===== src/rtl/accel_pkg.sv =====
// Shared definitions for the accelerator host sequencer: accelerator register
// indices, control/status bit positions and the sequencer state encoding.
package accel_pkg;

    localparam int unsigned REG_SRC    = 0;
    localparam int unsigned REG_DST    = 1;
    localparam int unsigned REG_LEN    = 2;
    localparam int unsigned REG_CTRL   = 3;
    localparam int unsigned REG_STATUS = 4;

    localparam int unsigned CTRL_GO_BIT     = 0;
    localparam int unsigned STATUS_DONE_BIT = 0;

    typedef enum logic [2:0] {
        IDLE,
        WR_SRC,
        WR_DST,
        WR_LEN,
        WR_CTRL,
        WAIT_DONE,
        POLL_RD,
        FIN
    } state_e;

endpackage


===== src/rtl/accel_host_seq_if.sv =====
// Avalon-MM bus between the host sequencer (master) and the accelerator's
// register slave.
interface accel_host_seq_if #(
    parameter int DATA_W = 32,
    parameter int ADDR_W = 4
);
    logic [ADDR_W-1:0] avm_address;
    logic              avm_read;
    logic              avm_write;
    logic [DATA_W-1:0] avm_writedata;
    logic [DATA_W-1:0] avm_readdata;
    logic              avm_waitrequest;

    modport master (
        output avm_address, avm_read, avm_write, avm_writedata,
        input  avm_readdata, avm_waitrequest
    );

    modport slave (
        input  avm_address, avm_read, avm_write, avm_writedata,
        output avm_readdata, avm_waitrequest
    );
endinterface


===== src/rtl/accel_host_seq.sv =====
// Host-side job sequencer: programs SRC/DST/LEN, sets CTRL.go, then waits for
// completion (done pin or STATUS polling) with a cycle counter and timeout abort.
module accel_host_seq
    import accel_pkg::*;
#(
    parameter int DATA_W       = 32,
    parameter int ADDR_W       = 4,
    parameter int TIMEOUT      = 1000000,
    parameter int USE_DONE_PIN = 1
) (
    input  logic              csi_clock_clk,
    input  logic              csi_clock_reset,
    input  logic              start,
    input  logic [DATA_W-1:0] src_addr,
    input  logic [DATA_W-1:0] dst_addr,
    input  logic [DATA_W-1:0] length,
    input  logic              done_in,
    accel_host_seq_if.master  bus,
    output logic              busy,
    output logic              done,
    output logic              error,
    output logic [31:0]       cycles
);

    state_e            state_q, state_d;
    logic [DATA_W-1:0] src_q, src_d;
    logic [DATA_W-1:0] dst_q, dst_d;
    logic [DATA_W-1:0] len_q, len_d;
    logic [31:0]       cycles_q, cycles_d;
    logic              error_q, error_d;
    logic              pollGap_q, pollGap_d;

    logic [ADDR_W-1:0] cmdAddr;
    logic              cmdRead;
    logic              cmdWrite;
    logic [DATA_W-1:0] cmdData;
    logic              busyNow;
    logic              timeoutHit;

    assign busyNow = (state_q != IDLE) && (state_q != FIN);
    // Abort in the busy cycle that brings the counter up to TIMEOUT.
    assign timeoutHit = busyNow && (({1'b0, cycles_q} + 33'd1) >= 33'(TIMEOUT));

    always_ff @(posedge csi_clock_clk or posedge csi_clock_reset) begin
        if (csi_clock_reset) begin
            state_q   <= IDLE;
            src_q     <= '0;
            dst_q     <= '0;
            len_q     <= '0;
            cycles_q  <= '0;
            error_q   <= 1'b0;
            pollGap_q <= 1'b0;
        end else begin
            state_q   <= state_d;
            src_q     <= src_d;
            dst_q     <= dst_d;
            len_q     <= len_d;
            cycles_q  <= cycles_d;
            error_q   <= error_d;
            pollGap_q <= pollGap_d;
        end
    end

    always_comb begin
        state_d   = state_q;
        src_d     = src_q;
        dst_d     = dst_q;
        len_d     = len_q;
        cycles_d  = cycles_q;
        error_d   = error_q;
        pollGap_d = pollGap_q;
        cmdAddr   = '0;
        cmdRead   = 1'b0;
        cmdWrite  = 1'b0;
        cmdData   = '0;

        if (busyNow && (cycles_q != 32'hFFFF_FFFF)) begin
            cycles_d = cycles_q + 32'd1;
        end

        unique case (state_q)
            IDLE: begin
                if (start) begin
                    cycles_d  = '0;
                    error_d   = 1'b0;
                    pollGap_d = 1'b0;
                    if (length != '0) begin
                        src_d   = src_addr;
                        dst_d   = dst_addr;
                        len_d   = length;
                        state_d = WR_SRC;
                    end else begin
                        state_d = FIN;
                    end
                end
            end
            WR_SRC: begin
                cmdWrite = 1'b1;
                cmdAddr  = ADDR_W'(REG_SRC);
                cmdData  = src_q;
                if (!bus.avm_waitrequest) state_d = WR_DST;
            end
            WR_DST: begin
                cmdWrite = 1'b1;
                cmdAddr  = ADDR_W'(REG_DST);
                cmdData  = dst_q;
                if (!bus.avm_waitrequest) state_d = WR_LEN;
            end
            WR_LEN: begin
                cmdWrite = 1'b1;
                cmdAddr  = ADDR_W'(REG_LEN);
                cmdData  = len_q;
                if (!bus.avm_waitrequest) state_d = WR_CTRL;
            end
            WR_CTRL: begin
                cmdWrite             = 1'b1;
                cmdAddr              = ADDR_W'(REG_CTRL);
                cmdData[CTRL_GO_BIT] = 1'b1;
                if (!bus.avm_waitrequest) begin
                    state_d = (USE_DONE_PIN != 0) ? WAIT_DONE : POLL_RD;
                end
            end
            WAIT_DONE: begin
                if (done_in) state_d = FIN;
            end
            POLL_RD: begin
                // pollGap_q marks the single idle cycle between two STATUS reads.
                if (pollGap_q) begin
                    pollGap_d = 1'b0;
                end else begin
                    cmdRead = 1'b1;
                    cmdAddr = ADDR_W'(REG_STATUS);
                    if (!bus.avm_waitrequest) begin
                        if (bus.avm_readdata[STATUS_DONE_BIT]) state_d = FIN;
                        else                                   pollGap_d = 1'b1;
                    end
                end
            end
            FIN: begin
                state_d = IDLE;
            end
            default: begin
                state_d = IDLE;
            end
        endcase

        if (timeoutHit) begin
            cmdAddr   = '0;
            cmdRead   = 1'b0;
            cmdWrite  = 1'b0;
            cmdData   = '0;
            error_d   = 1'b1;
            pollGap_d = 1'b0;
            state_d   = FIN;
        end
    end

    assign bus.avm_address   = cmdAddr;
    assign bus.avm_read      = cmdRead;
    assign bus.avm_write     = cmdWrite;
    assign bus.avm_writedata = cmdData;

    assign busy   = busyNow;
    assign done   = (state_q == FIN);
    assign error  = error_q;
    assign cycles = cycles_q;

endmodule


===== src/flat_wrapper.sv =====
// flat-port wrapper written by rule: the top's interface ports become plain ports
module accel_host_seq_flat import accel_pkg::*;
#(
    parameter int DATA_W       = 32,
    parameter int ADDR_W       = 4,
    parameter int TIMEOUT      = 1000000,
    parameter int USE_DONE_PIN = 1
)
  (csi_clock_clk, csi_clock_reset, start, src_addr, dst_addr, length, done_in, busy, done, error, cycles, bus_avm_address, bus_avm_read, bus_avm_write, bus_avm_writedata, bus_avm_readdata, bus_avm_waitrequest);
  accel_host_seq_if #(.DATA_W(DATA_W), .ADDR_W(ADDR_W)) bus_i ();
  input  logic csi_clock_clk;
  input  logic csi_clock_reset;
  input  logic start;
  input  logic [DATA_W-1:0] src_addr;
  input  logic [DATA_W-1:0] dst_addr;
  input  logic [DATA_W-1:0] length;
  input  logic done_in;
  output logic busy;
  output logic done;
  output logic error;
  output logic [31:0] cycles;
  output wire logic [$bits(bus_i.avm_address)-1:0] bus_avm_address;
  output wire logic [$bits(bus_i.avm_read)-1:0] bus_avm_read;
  output wire logic [$bits(bus_i.avm_write)-1:0] bus_avm_write;
  output wire logic [$bits(bus_i.avm_writedata)-1:0] bus_avm_writedata;
  input wire logic [$bits(bus_i.avm_readdata)-1:0] bus_avm_readdata;
  input wire logic [$bits(bus_i.avm_waitrequest)-1:0] bus_avm_waitrequest;
  assign bus_avm_address = bus_i.avm_address;
  assign bus_avm_read = bus_i.avm_read;
  assign bus_avm_write = bus_i.avm_write;
  assign bus_avm_writedata = bus_i.avm_writedata;
  assign bus_i.avm_readdata = bus_avm_readdata;
  assign bus_i.avm_waitrequest = bus_avm_waitrequest;
  accel_host_seq #(.DATA_W(DATA_W), .ADDR_W(ADDR_W), .TIMEOUT(TIMEOUT), .USE_DONE_PIN(USE_DONE_PIN)) u_core (.csi_clock_clk(csi_clock_clk), .csi_clock_reset(csi_clock_reset), .start(start), .src_addr(src_addr), .dst_addr(dst_addr), .length(length), .done_in(done_in), .bus(bus_i), .busy(busy), .done(done), .error(error), .cycles(cycles));
endmodule

===== config.mk =====
export PLATFORM = sky130hd
export DESIGN_NAME = accel_host_seq_flat
export DESIGN_NICKNAME = d
export VERILOG_FILES = /design/src/rtl/accel_pkg.sv /design/src/rtl/accel_host_seq_if.sv /design/src/rtl/accel_host_seq.sv /design/src/flat_wrapper.sv
export SDC_FILE = /design/constraint.sdc
export NUM_CORES = 1
export LEC_CHECK = 0
export CAP_MARGIN = 20
export CORE_MARGIN = 3
export CORE_UTILIZATION = 44
export CTS_CLUSTER_SIZE = 10
export DETAILED_ROUTE_END_ITERATION = 8
export HOLD_SLACK_MARGIN = 0.05
export PLACE_DENSITY = 0.76
export SYNTH_ARGS = -nofsm -noshare
export SYNTH_HDL_FRONTEND = slang
export SYNTH_SLANG_ARGS = --single-unit

===== constraint.sdc =====
create_clock -name csi_clock_clk -period 4.4 [get_ports csi_clock_clk]
set_input_delay 1.1 -clock csi_clock_clk [delete_from_list [all_inputs] [get_ports csi_clock_clk]]
set_output_delay 1.1 -clock csi_clock_clk [all_outputs]
set_load 0.03 [all_outputs]

==> out/qor.csv <==
stage,metric,value,unit
run_status,status,finished clean,
clock_network,Clock transition at path regs,0.06,ns
clock_network,Clock Path Buffers,2,
finish,multi-input logic area,0.00379,mm2
clock_network,CTS tree,done,
global_routing,GRT Util Overall,21.8,%
placement,Final HPWL DP,13.6,mm
synth,Mapped Cells,688,
placement,DP Area,0.00918,mm2
global_routing,initial antenna violation count,0,
routing,Routed wire per std cell,18.6,um
global_routing,first-pass GRT wire length,31.7,mm
finish,most common library cell in the layout ignoring fill and taps,clkdlybuf4s50_1,
worst_setup_path,RR Endpoint,u_core.state_q[2],
placement,RePlAce Congestion,0.892,
placement,Placed Cells,1041,
finish,fillcell total,1350,
power_and_ir_drop,leakage power,4.02,nW
sta,post-route fraction of the period consumed by the critical path,98.0,%
sta,Slew Limit Fails,0,
finish,Non-Filler Instances,1076,
routing,DRT antenna net count,0,
routing,met1 wire length,9.20,mm
min_path,hold path start,u_core.len_q[28],
sta,skew final,0.00817,ns
synth,"EDFF count, synth",0,
sta,Fin Setup TNS,0,ns
clock_network,clock root buffer,clkbuf_16,
routing,drt initial violations,429,
die,die area,0.0183,mm2
die,Core Region,0.0161,mm2
worst_setup_path,R2R depth,10,
die,DIE WIDTH,135,um
finish,"commonest non-fill, non-tap cells in the layout","136 x clkdlybuf4s50_1, 130 x mux2_2, 115 x dfrtp_1, 74 x nor2_1, 53 x buf_4",
global_routing,grt ovf,0,
routing,routed wl met3,932,um
finish,Inserted Diodes,0,
worst_setup_path,CP Launch Type,flip-flop,
clock_network,clk_lat worst skew,0.41,ns
finish,FF+latch area,0.00335,mm2
global_routing,largest net degree at the start of global routing,97,
die,IO Pins,206,
min_path,Hold Path Sink,u_core.len_q[28],
worst_setup_path,WP data arrival,3.21,ns
clock_network,CTS sink count,133,
finish,area grow syn2layout,34.2,%
sta,Max-Slew Margin vs Limit,57.4,%
clock_network,H-tree depth,4,
routing,via count,6049,
finish,layout cells sized above 1,31.6,%
routing,Routed Wire Length,20.0,mm
synth,Post-Syn Area,0.00734,mm2
global_routing,vias in the first global route,6029,
power_and_ir_drop,total power draw,6.48,mW
routing,met2 wire length,9.55,mm
min_path,Min-Delay Path Depth,1,
synth,register area share after synthesis,45.3,%
routing,DRC viols,0,
die,Row Count,46,
flow_run,Max-Cap Viols,0,
routing,Vias per Instance,5.62,
synth,Syn. warnings,0,
sta,Least-Margin Pin Slew,0.637,ns
synth,Netlist cell types,67,
sta,Final setup viols,0,
finish,Final #Nets,982,
sta,Worst Hold Slack,0.501,ns
worst_setup_path,worst path required time,3.30,ns
sta,final worst slack,0.0897,ns
worst_setup_path,R2R Setup Slk,1.65,ns
die,Die Y,135,um
sta,min cycle time layout,4.31,ns
worst_setup_path,reg-to-reg startpoint,u_core.cycles[6],
worst_setup_path,worst-path maximum fanout,32,
sta,Fmax,232,MHz
synth,#FFs+latches synth,133,
clock_network,total CTS buffers,17,
finish,"Core Util, Final",61.1,%
synth,ys async rst share,100,%
min_path,worst hold path type,flip-flop to flip-flop,
finish,Final Cell Area,0.00985,mm2
power_and_ir_drop,maximum vdd drop,0.000387,V
worst_setup_path,Worst setup EP type,output port,
synth,Mapped Nets,823,
routing,Detailed Routing Iterations Pass 1,7,
synth,"Primary FF master, synth",dfrtp_1,
worst_setup_path,worst setup path class,flip-flop to output port,
die,Initial Utilization,45.6,%
routing,max layer used,met4,
power_and_ir_drop,Pwr Density,658,mW/mm2
placement,pre-CTS WS,0.341,ns
synth,syn_area_per_cell,10.7,um2
sta,Final Hold Viols,0,
placement,port bufs,173,
-- layer usage --
metal,vias up,global-route usage [%]
met1,3053,31.2
li1,2808,-
met2,163,33.7
met5,-,0
met3,25,3.57
met4,0,7.50
-- how the worst max path moves through the flow --
stage / end / slack [ns] / start / cells past startpoint
6_report: bus_avm_writedata[21] / 0.09 / u_core.cycles[6] / 11
5_1_grt: bus_avm_writedata[11] / -0.05 / u_core.cycles[6] / 11
4_1_cts: bus_avm_writedata[21] / 0.03 / u_core.cycles[6] / 11
3_5_place_dp: bus_avm_writedata[21] / 0.34 / u_core.cycles[1] / 11
3_3_place_gp: bus_avm_writedata[21] / 0.38 / u_core.cycles[0] / 11
2_1_floorplan: bus_avm_address[2] / -0.07 / u_core.cycles[0] / 9
-- flip-flops by register name, summed over array words and instances, names as in the netlist --
register and cells:
u_core.error 1, u_core.cycles 32, u_core.src_q 32, u_core.state_q 3
u_core.pollGap_q 1, u_core.len_q 32, u_core.dst_q 32
-- power by group --
part | switching (mW) | leakage (nW) | internal, mW
logic | 1.31 | 2.13 | 1.36
clock network | 0.562 | 0.266 | 0.815
registers | 0.597 | 1.62 | 1.84
total | 2.47 | 4.02 | 4.01
-- cell type report --
cell class	count	area share [%]
tap	216	2.74
clock buffer	20	4.63
timing repair buffer	192	18.5
clock inverter	12	1.22
sequential	133	34.0
inverter	11	0.457
multi-input combinational	492	38.5
-- cell usage after synthesis (4+ instances only) --
library cell	count	area share, %
or3_1	7	0.60
and3_1	9	0.77
nor2_1	76	3.9
a21oi_1	14	0.95
nand3_1	22	1.5
nand4_1	15	1.3
xnor2_1	19	2.3
o21ai_0	11	0.75
and2_1	5	0.43
and4_1	6	0.72
buf_2	13	0.89
inv_1	11	0.56
xor2_1	12	1.4
buf_4	4	0.41
nand2_1	32	1.6
dfrtp_1	133	45
nor4_1	16	1.4
nor3_1	11	0.75
a22oi_1	34	3.5
mux2_2	130	20
nor2_2	10	0.85
clkbuf_1	29	1.5
-- cell families (layout without fill, tap and decap cells) --
logic type               Yosys count  after routing  synth area share [%]
adder cells (fa/ha/maj)            2              2                 0.341
buffers and inverters             63            235                  3.95
XOR/XNOR                          31             31                  3.70
multiplexers                     131            131                  20.1
AO/OA/AOI/OAI                     92             92                  9.17
other                              1              1                0.0511
flip-flops                       133            133                  45.3
AND/OR/NAND/NOR                  235            235                  17.4
-- timing repair --
| item | 4_1_cts | 5_1_grt |
|---|---|---|
| setup endpoints to repair | 36 | 37 |
| hold buffers | 0 | 0 |
| gates resized for setup | 3 | 26 |
| pin swaps | 1 | 3 |
| buffers inserted | 1 | 2 |
-- critical path, cell delays in order (launching register included) --
cell	delay, ns
dfrtp_2	0.47
nand4_4	0.22
or4_4	0.60
nor4_1	0.28
o21ai_0	0.11
a22oi_1	0.25
o21ai_2	0.09
buf_4	0.17
nand4_4	0.09
buf_12	0.23
nor2_1	0.10
buf_4	0.17
(Power assumes the default switching activity.)
